File: src/rtl/icache_ctrl.sv
// -----------------------------------------------------------------------------
// icache_ctrl
//   Direct-mapped, read-only instruction cache controller. Owns the write side
//   of the valid-bit, tag and data arrays (CACHESIZE lines, one 32-bit word per
//   line) and consumes their registered read outputs. Services CPU fetches,
//   fills a line from memory on a miss and sweeps every valid bit to 0 on flush.
//
// Ports
//   clock, reset          single clock; asynchronous active-high reset
//   cpu_req, cpu_addr     fetch request, held with its address until cpu_ack
//   cpu_ack, cpu_rdata    one-cycle acknowledge with the fetched word
//   flush, flush_done     invalidate-all request / one-cycle completion pulse
//   vr_index, vr_write    shared index and write strobe for the three arrays
//   vr_v_in, vr_v_out     valid bit write data / registered read
//   tag_in, tag_out       tag write data / registered read
//   data_in, data_out     line write data / registered read
//   mem_req, mem_addr     memory read request (held until mem_ready)
//   mem_ready, mem_rdata  memory read completion and data
// -----------------------------------------------------------------------------
module icache_ctrl #(
    parameter int CACHESIZE = 1024
) (
    input  logic        clock,
    input  logic        reset,
    input  logic        cpu_req,
    input  logic [31:0] cpu_addr,
    output logic        cpu_ack,
    output logic [31:0] cpu_rdata,
    input  logic        flush,
    output logic        flush_done,
    output logic [9:0]  vr_index,
    output logic        vr_write,
    output logic        vr_v_in,
    input  logic        vr_v_out,
    output logic [19:0] tag_in,
    input  logic [19:0] tag_out,
    output logic [31:0] data_in,
    input  logic [31:0] data_out,
    output logic        mem_req,
    output logic [31:0] mem_addr,
    input  logic        mem_ready,
    input  logic [31:0] mem_rdata
);

    localparam logic [9:0] LAST_INDEX = 10'(CACHESIZE - 1);

    typedef enum logic [2:0] {
        IDLE,
        COMPARE,
        MISS,
        FILL,
        FLUSH
    } state_t;

    state_t      state_reg, state_next;
    logic [31:0] addr_reg, addr_next;          // latched fetch address
    logic [31:0] word_reg, word_next;          // word captured from memory
    logic [9:0]  counter_reg, counter_next;    // flush sweep index
    logic        pending_reg, pending_next;    // flush seen outside IDLE
    logic        cpu_ack_reg, cpu_ack_next;
    logic [31:0] cpu_rdata_reg, cpu_rdata_next;
    logic        mem_req_reg, mem_req_next;
    logic [31:0] mem_addr_reg, mem_addr_next;
    logic        flush_done_reg, flush_done_next;

    logic [19:0] addr_tag;
    logic [9:0]  addr_index;
    logic        hit;

    assign addr_tag   = addr_reg[31:12];
    assign addr_index = addr_reg[11:2];
    assign hit        = vr_v_out && (tag_out == addr_tag);

    always_ff @(posedge clock or posedge reset) begin
        if (reset) begin
            state_reg      <= IDLE;
            addr_reg       <= '0;
            word_reg       <= '0;
            counter_reg    <= '0;
            pending_reg    <= 1'b0;
            cpu_ack_reg    <= 1'b0;
            cpu_rdata_reg  <= '0;
            mem_req_reg    <= 1'b0;
            mem_addr_reg   <= '0;
            flush_done_reg <= 1'b0;
        end else begin
            state_reg      <= state_next;
            addr_reg       <= addr_next;
            word_reg       <= word_next;
            counter_reg    <= counter_next;
            pending_reg    <= pending_next;
            cpu_ack_reg    <= cpu_ack_next;
            cpu_rdata_reg  <= cpu_rdata_next;
            mem_req_reg    <= mem_req_next;
            mem_addr_reg   <= mem_addr_next;
            flush_done_reg <= flush_done_next;
        end
    end

    always_comb begin
        state_next      = state_reg;
        addr_next       = addr_reg;
        word_next       = word_reg;
        counter_next    = counter_reg;
        // A flush outside IDLE is remembered until the next IDLE services it.
        pending_next    = pending_reg | (flush && (state_reg != IDLE));
        cpu_ack_next    = 1'b0;
        cpu_rdata_next  = cpu_rdata_reg;
        mem_req_next    = mem_req_reg;
        mem_addr_next   = mem_addr_reg;
        flush_done_next = 1'b0;

        vr_index = addr_index;
        vr_write = 1'b0;
        vr_v_in  = 1'b0;
        tag_in   = addr_tag;
        data_in  = word_reg;

        case (state_reg)
            IDLE: begin
                // Present the incoming index now so the arrays' registered
                // outputs are ready in COMPARE.
                vr_index = cpu_addr[11:2];
                if (flush || pending_reg) begin
                    state_next   = FLUSH;
                    counter_next = '0;
                    pending_next = 1'b0;
                end else if (cpu_req) begin
                    addr_next  = cpu_addr;
                    state_next = COMPARE;
                end
            end
            COMPARE: begin
                if (hit) begin
                    cpu_rdata_next = data_out;
                    cpu_ack_next   = 1'b1;
                    state_next     = IDLE;
                end else begin
                    mem_req_next  = 1'b1;
                    // Offset bits are masked off for the word-aligned request.
                    mem_addr_next = {addr_reg[31:2], addr_reg[1:0] & 2'b00};
                    state_next    = MISS;
                end
            end
            MISS: begin
                if (mem_ready) begin
                    mem_req_next = 1'b0;
                    word_next    = mem_rdata;
                    state_next   = FILL;
                end
            end
            FILL: begin
                vr_write       = 1'b1;
                vr_v_in        = 1'b1;
                cpu_ack_next   = 1'b1;
                cpu_rdata_next = word_reg;
                state_next     = IDLE;
            end
            FLUSH: begin
                // tag_in/data_in carry stale values here; only the cleared
                // valid bit matters for a flushed line.
                vr_write     = 1'b1;
                vr_v_in      = 1'b0;
                vr_index     = counter_reg;
                counter_next = counter_reg + 10'd1;
                if (counter_reg == LAST_INDEX) begin
                    flush_done_next = 1'b1;
                    state_next      = IDLE;
                end
            end
            default: begin
                state_next = IDLE;
            end
        endcase
    end

    assign cpu_ack    = cpu_ack_reg;
    assign cpu_rdata  = cpu_rdata_reg;
    assign mem_req    = mem_req_reg;
    assign mem_addr   = mem_addr_reg;
    assign flush_done = flush_done_reg;

endmodule

File: config.mk
export PLATFORM = sky130hd
export DESIGN_NAME = icache_ctrl
export DESIGN_NICKNAME = d
export VERILOG_FILES = /design/src/rtl/icache_ctrl.sv
export SDC_FILE = /design/constraint.sdc
export NUM_CORES = 1
export LEC_CHECK = 0
export BUFFER_PORTS_ARGS = -buffer_cell sky130_fd_sc_hd__buf_2
export CAP_MARGIN = 25
export CORE_MARGIN = 2
export CORE_UTILIZATION = 53
export CTS_CLUSTER_SIZE = 28
export DETAILED_ROUTE_END_ITERATION = 8
export PLACE_DENSITY = 0.83
export SLEW_MARGIN = 20
export SYNTH_ARGS = -nofsm -noshare
export SYNTH_HDL_FRONTEND = slang
export SYNTH_SLANG_ARGS = --single-unit
File: constraint.sdc
create_clock -name clock -period 9.4 [get_ports clock]
set_clock_uncertainty 0.05 [all_clocks]
set_input_delay 0.94 -clock clock [delete_from_list [all_inputs] [get_ports clock]]
set_output_delay 0.94 -clock clock [all_outputs]
set_load 0.01 [all_outputs]
Word-level counts from Yosys, hierarchy flattened:

Cells that the tools add are included.

* input port bits: 122
* register bits: 143

* reduce and logical (&&, ||, !) cells: 16
* $add $sub $neg: 1
* multiplexer cells: 22
* bitwise operators: 3
* eq/ne operators: 12

Operators by type and width (number)
* one-hot mux 32 bit (2 select lines): 1
* one-hot mux 10 bit (2 select lines): 2
* two-way mux 32 bit: 1
* equality test 20 bit: 1
* two-way mux 3 bit: 4
* one-hot mux 3 bit (4 select lines): 1
* adder 10 x 1 -> 10 bit, second input constant: 1
* equality test 10 bit, second input constant: 1
* two-way mux 10 bit: 1
* inequality test 2 bit, second input constant: 5
* two-way mux 1 bit: 9
* AND reduction 3 bit: 3
* AND reduction 2 bit: 4
* equality test 3 x 2 -> 1 bit, second input constant: 2
* nonzero test 2 bit: 3
* one-hot mux 1 bit (2 select lines): 2
* equality test 3 x 1 -> 1 bit, second input constant: 1
* equality test 3 bit, second input constant: 1
* zero test 3 bit: 1
* inequality test 3 bit, second input constant: 1
* nonzero test 3 bit: 1
* logical AND 1 bit: 2
* two-way mux 2 bit: 1
* inverter 1 bit: 2
* other kinds (3): 3

Longest topological paths before layout:

* word-level depth: 5
* depth in mapped cells: 8
* gate-level depth less buffers: 5

Worst setup path after synthesis:

Ideal clock, no wire load.

* path kind: input to register
* start point: in tag_out[17]
* end point: reg mem_addr_reg[10] (netlist: mem_addr[10])
* library setup time: 0.128 ns
* data required time: 9.222 ns
* stages on the path: 6
* arrival: 2.237 ns
* setup slack: 6.985 ns
* path through: xnor2_1 -> nand4_1 -> nor4_4 -> a21oi_1 -> buf_2 -> mux2_1

* longest elaborated chain between the ends: 4

Ends and longest elaborated chain
* start, declared: line 36 `input logic [19:0] tag_out,`
* equality test 20 bit: line 72 `assign hit = vr_v_out && (tag_out == addr_tag);`
* logical AND 1 bit: line 72
* inverter 1 bit (no line)
* AND reduction 2 bit (no line)
* end signal, assigned: line 95 `mem_addr_reg <= mem_addr_next;`
* end, declared: line 63 `logic [31:0] mem_addr_reg, mem_addr_next;`

Every way passes these cells.
A chain may end at the register's enable or synchronous reset.

Worst setup path in the final report:

* start point: reg state_reg[2]
* end point: out vr_write

* longest elaborated chain between the ends: 3
* elaborated cells between the ends (all ways): 4

Ends and longest elaborated chain
* start, declared: line 55 `state_t state_reg, state_next;`
* start signal, assigned: line 87 `state_reg <= state_next;`
* equality test 3 bit / equality test 3 x 2 -> 1 bit (equally long branches): line 119 `case (state_reg)`
* OR reduction 2 bit (no line) *
* two-way mux 1 bit *: line 119
* end, declared: line 32 `output logic vr_write,`

Every way passes the cells marked *; elsewhere a longest branch is shown, timed or not.

==> metrics <==
status=complete, no violations; average cell area after synthesis=about 11 um^2; startpoint of the most critical register-to-register path=addr_reg[15]; fraction of synthesis flops using an asynchronous set or reset pin=1.00; dominant cell type by area after synthesis=dfrtp_1; number of unique standard cell types used by synthesis=33; H-Tree Depth=4; count of hold-fix buffers inserted at cts=0; Synth Register Bits=between 100 and 150; clock latency at the later pin of the worst-skew pair=around 410 ps; final wirelength=between 15000 and 20000 um; number of pins with negative max-slew slack in the final report=0; number of top-level design ports=253; worst endpoint required time=between 8000 and 9000 ps; fraction of the yosys area taken by sequential cells=0.530; Sink Count=141; part of the power in registers=0.416; Slew headroom=0.430; least setup slack across all paths after layout=~6000 ps; final antenna-violating net count=0; number of detailed-routing iterations run before antenna repair=6; Static Leakage=around 4.5 nW; placeable core region=roughly 0.012 mm^2; setup repair after global routing missed its margin=no; summed negative setup slack over all endpoints=0 ps; most used routing layer=met2; startpoint of the most critical setup path=state_reg[2]; final weighted congestion of routability-driven global placement=about 0.86; commonest cells after routing, fill and taps aside=buf_2 (248), dfrtp_1 (141), nand2_1 (118); Worst Max-Slew Pin Slew=approximately 850 ps; number of antenna violations at the first check in global routing=0; CP endpoint kind=output pin; average vias per placed instance=between 5 and 6; cell-internal power=approximately 0.0015 W; HPWL after detailed placement=11900 um; post-cts gate resize count=0; CTS Buf Count=17; number of max-cap violations=0; GRT Overall Usage=0.267; number of hold violations in the final report=0; CP Capture Point=vr_write; portion of synthesized cell area occupied by the leading cell type=0.530; critical path fanouts, max=between 60 and 70; VDD IR-drop max=193 uV; commonest register cell after synthesis=dfrtp_1; proportion of layout cells with a drive suffix above 1=0.425; vias in the first global route=around 5600; root cell of the clock tree=clkbuf_16; layout net count=roughly 960; portion of total power attributed to the clock network=0.371; worst min-delay path class=register to register; # rows=40; Die X=approximately 120 um; Iteration-0 DRC Markers=482; R2R setup slack=roughly 6500 ps; # port buffers=around 250; met3 GRT Util=0.0669; Place WS=between 5000 and 6000 ps; leading cell type in the layout, fill and taps excluded=buf_2; M1 GR Usage=0.327; combined area of all synthesized cells=0.00666 mm^2; synth-to-layout area growth=29.3%; fraction of the cycle the final worst path needs=0.362; Fmax achieved=between 0.2 and 0.3 GHz; worst endpoint data arrival time=2410 ps; number of flops mapped to enable cells by yosys=0; Die Outline Area=between 0.01 and 0.015 mm^2; warnings from Yosys=0; ANT cells=0; Crit Path Class=register to output pin; sw power=0.000606 W; Chip Height=roughly 120 um; net switching share of the total power=0.286; maximum number of pins on one net before global-route repair=a little over 80; met2 track utilization from global routing=0.446; post-place instance area=just under 0.008 mm^2; starting utilization of the core area=0.547; TritonCTS clock tree=built; Reg-to-Reg End=cpu_rdata[14]; routed length per placed instance=approximately 17 um; total number of vias=approximately 5600; global-route wire length before repair=27700 um; Synth Instances=a little over 600; area of all placed cells without fillers=between 0.008 and 0.009 mm^2; clock input transition at the sequential cells of the worst setup and hold paths=roughly 60 ps; number of DRC violations after detailed routing=0; proportion of power drawn by combinational gates=0.213; cell depth of the worst flop-to-flop path=7; Clock Path Buffers=2; synth top area cells=dfrtp_1 (53%), mux2_2 (10%), nand2_1 (6.7%); clock period minus worst slack=about 3400 ps; number of setup buffers added after CTS=0; power density normalized to cell area=around 250 mW/mm^2; final number of setup-violating endpoints=0; sort of element at the start of the critical path=register; global-route congestion overflow total=0
## kinds of logic after synthesis
family          count (synthesis)  share of synthesized area
compound gates                127                      0.115
xor+xnor                       22                     0.0289
fa+ha+maj                       1                    0.00188
buf+inv                        65                     0.0513
flops                         141                      0.530
mux                           103                      0.172
other cells                     1                   0.000563
simple gates                  158                      0.100
## routing by layer
layer,wire (um),part of all wire
met1,7300,0.41
met2,8700,0.49
met3,1200,0.068
met4,452,0.026
met5,0,0
## cell type report
type | instances | area, um^2
clock inverter | 14 | 265
clock buffer | 18 | 429
tap | 168 | 210
sequential | 141 | 3530
fill | 908 | 3560
timing repair buffer | 259 | 1350
inverter | 2 | 12.5
multi-input combinational | 413 | 2810
## power groups by stage
stage,registers (W),clock network [W],logic [W]
floorplan,0.000887,0,0.000282
global placement,0.000882,0,0.000439
detailed placement,0.000889,0,0.000452
finish,0.000880,0.000784,0.000451
global route,0.000901,0.000822,0.000494
CTS,0.000879,0.000794,0.000455
## cell usage after synthesis, types with 3 or more instances
master    number
a21oi_1        5
a41oi_1       32
buf_2         12
buf_4         22
clkbuf_1      27
dfrtp_1      141
mux2_1        30
mux2_2        62
mux2i_1       11
nand2_1      118
nand2b_1       3
nand3_1        7
nand4_1        6
nor2_1        13
nor3_1         3
o21ai_0       84
xnor2_1       20
## worst min-delay path by stage
| stage | startpoint | to | slack, ps | depth (start not counted) |
|---|---|---|---|---|
| floorplan | counter_reg[5] | counter_reg[5] | 410 | 1 |
| global placement | mem_addr[12] | mem_addr[12] | 410 | 1 |
| detailed placement | mem_addr[23] | mem_addr[23] | 420 | 1 |
| CTS | mem_addr[23] | mem_addr[23] | 430 | 1 |
| global route | mem_addr[24] | mem_addr[24] | 450 | 1 |
| finish | mem_addr[23] | mem_addr[23] | 430 | 1 |
## through the flow
stage               hold slack, ps  std cells  utilization  total power (W)
finish                         427       1015        0.708          0.00211
global route                   448       1015        0.708          0.00222
CTS                            433       1014        0.705          0.00213
detailed placement             420        982        0.648          0.00134
global placement               414        982        0.648          0.00132
floorplan                      410        619            -          0.00117
## critical path, cell delays in order (launching register included)
cell and delay (ps):
dfrtp_1 850, nand2b_2 240, buf_4 510, o21ai_0 200
buf_2 180
Note: power is estimated with default switching activity, not from simulation.
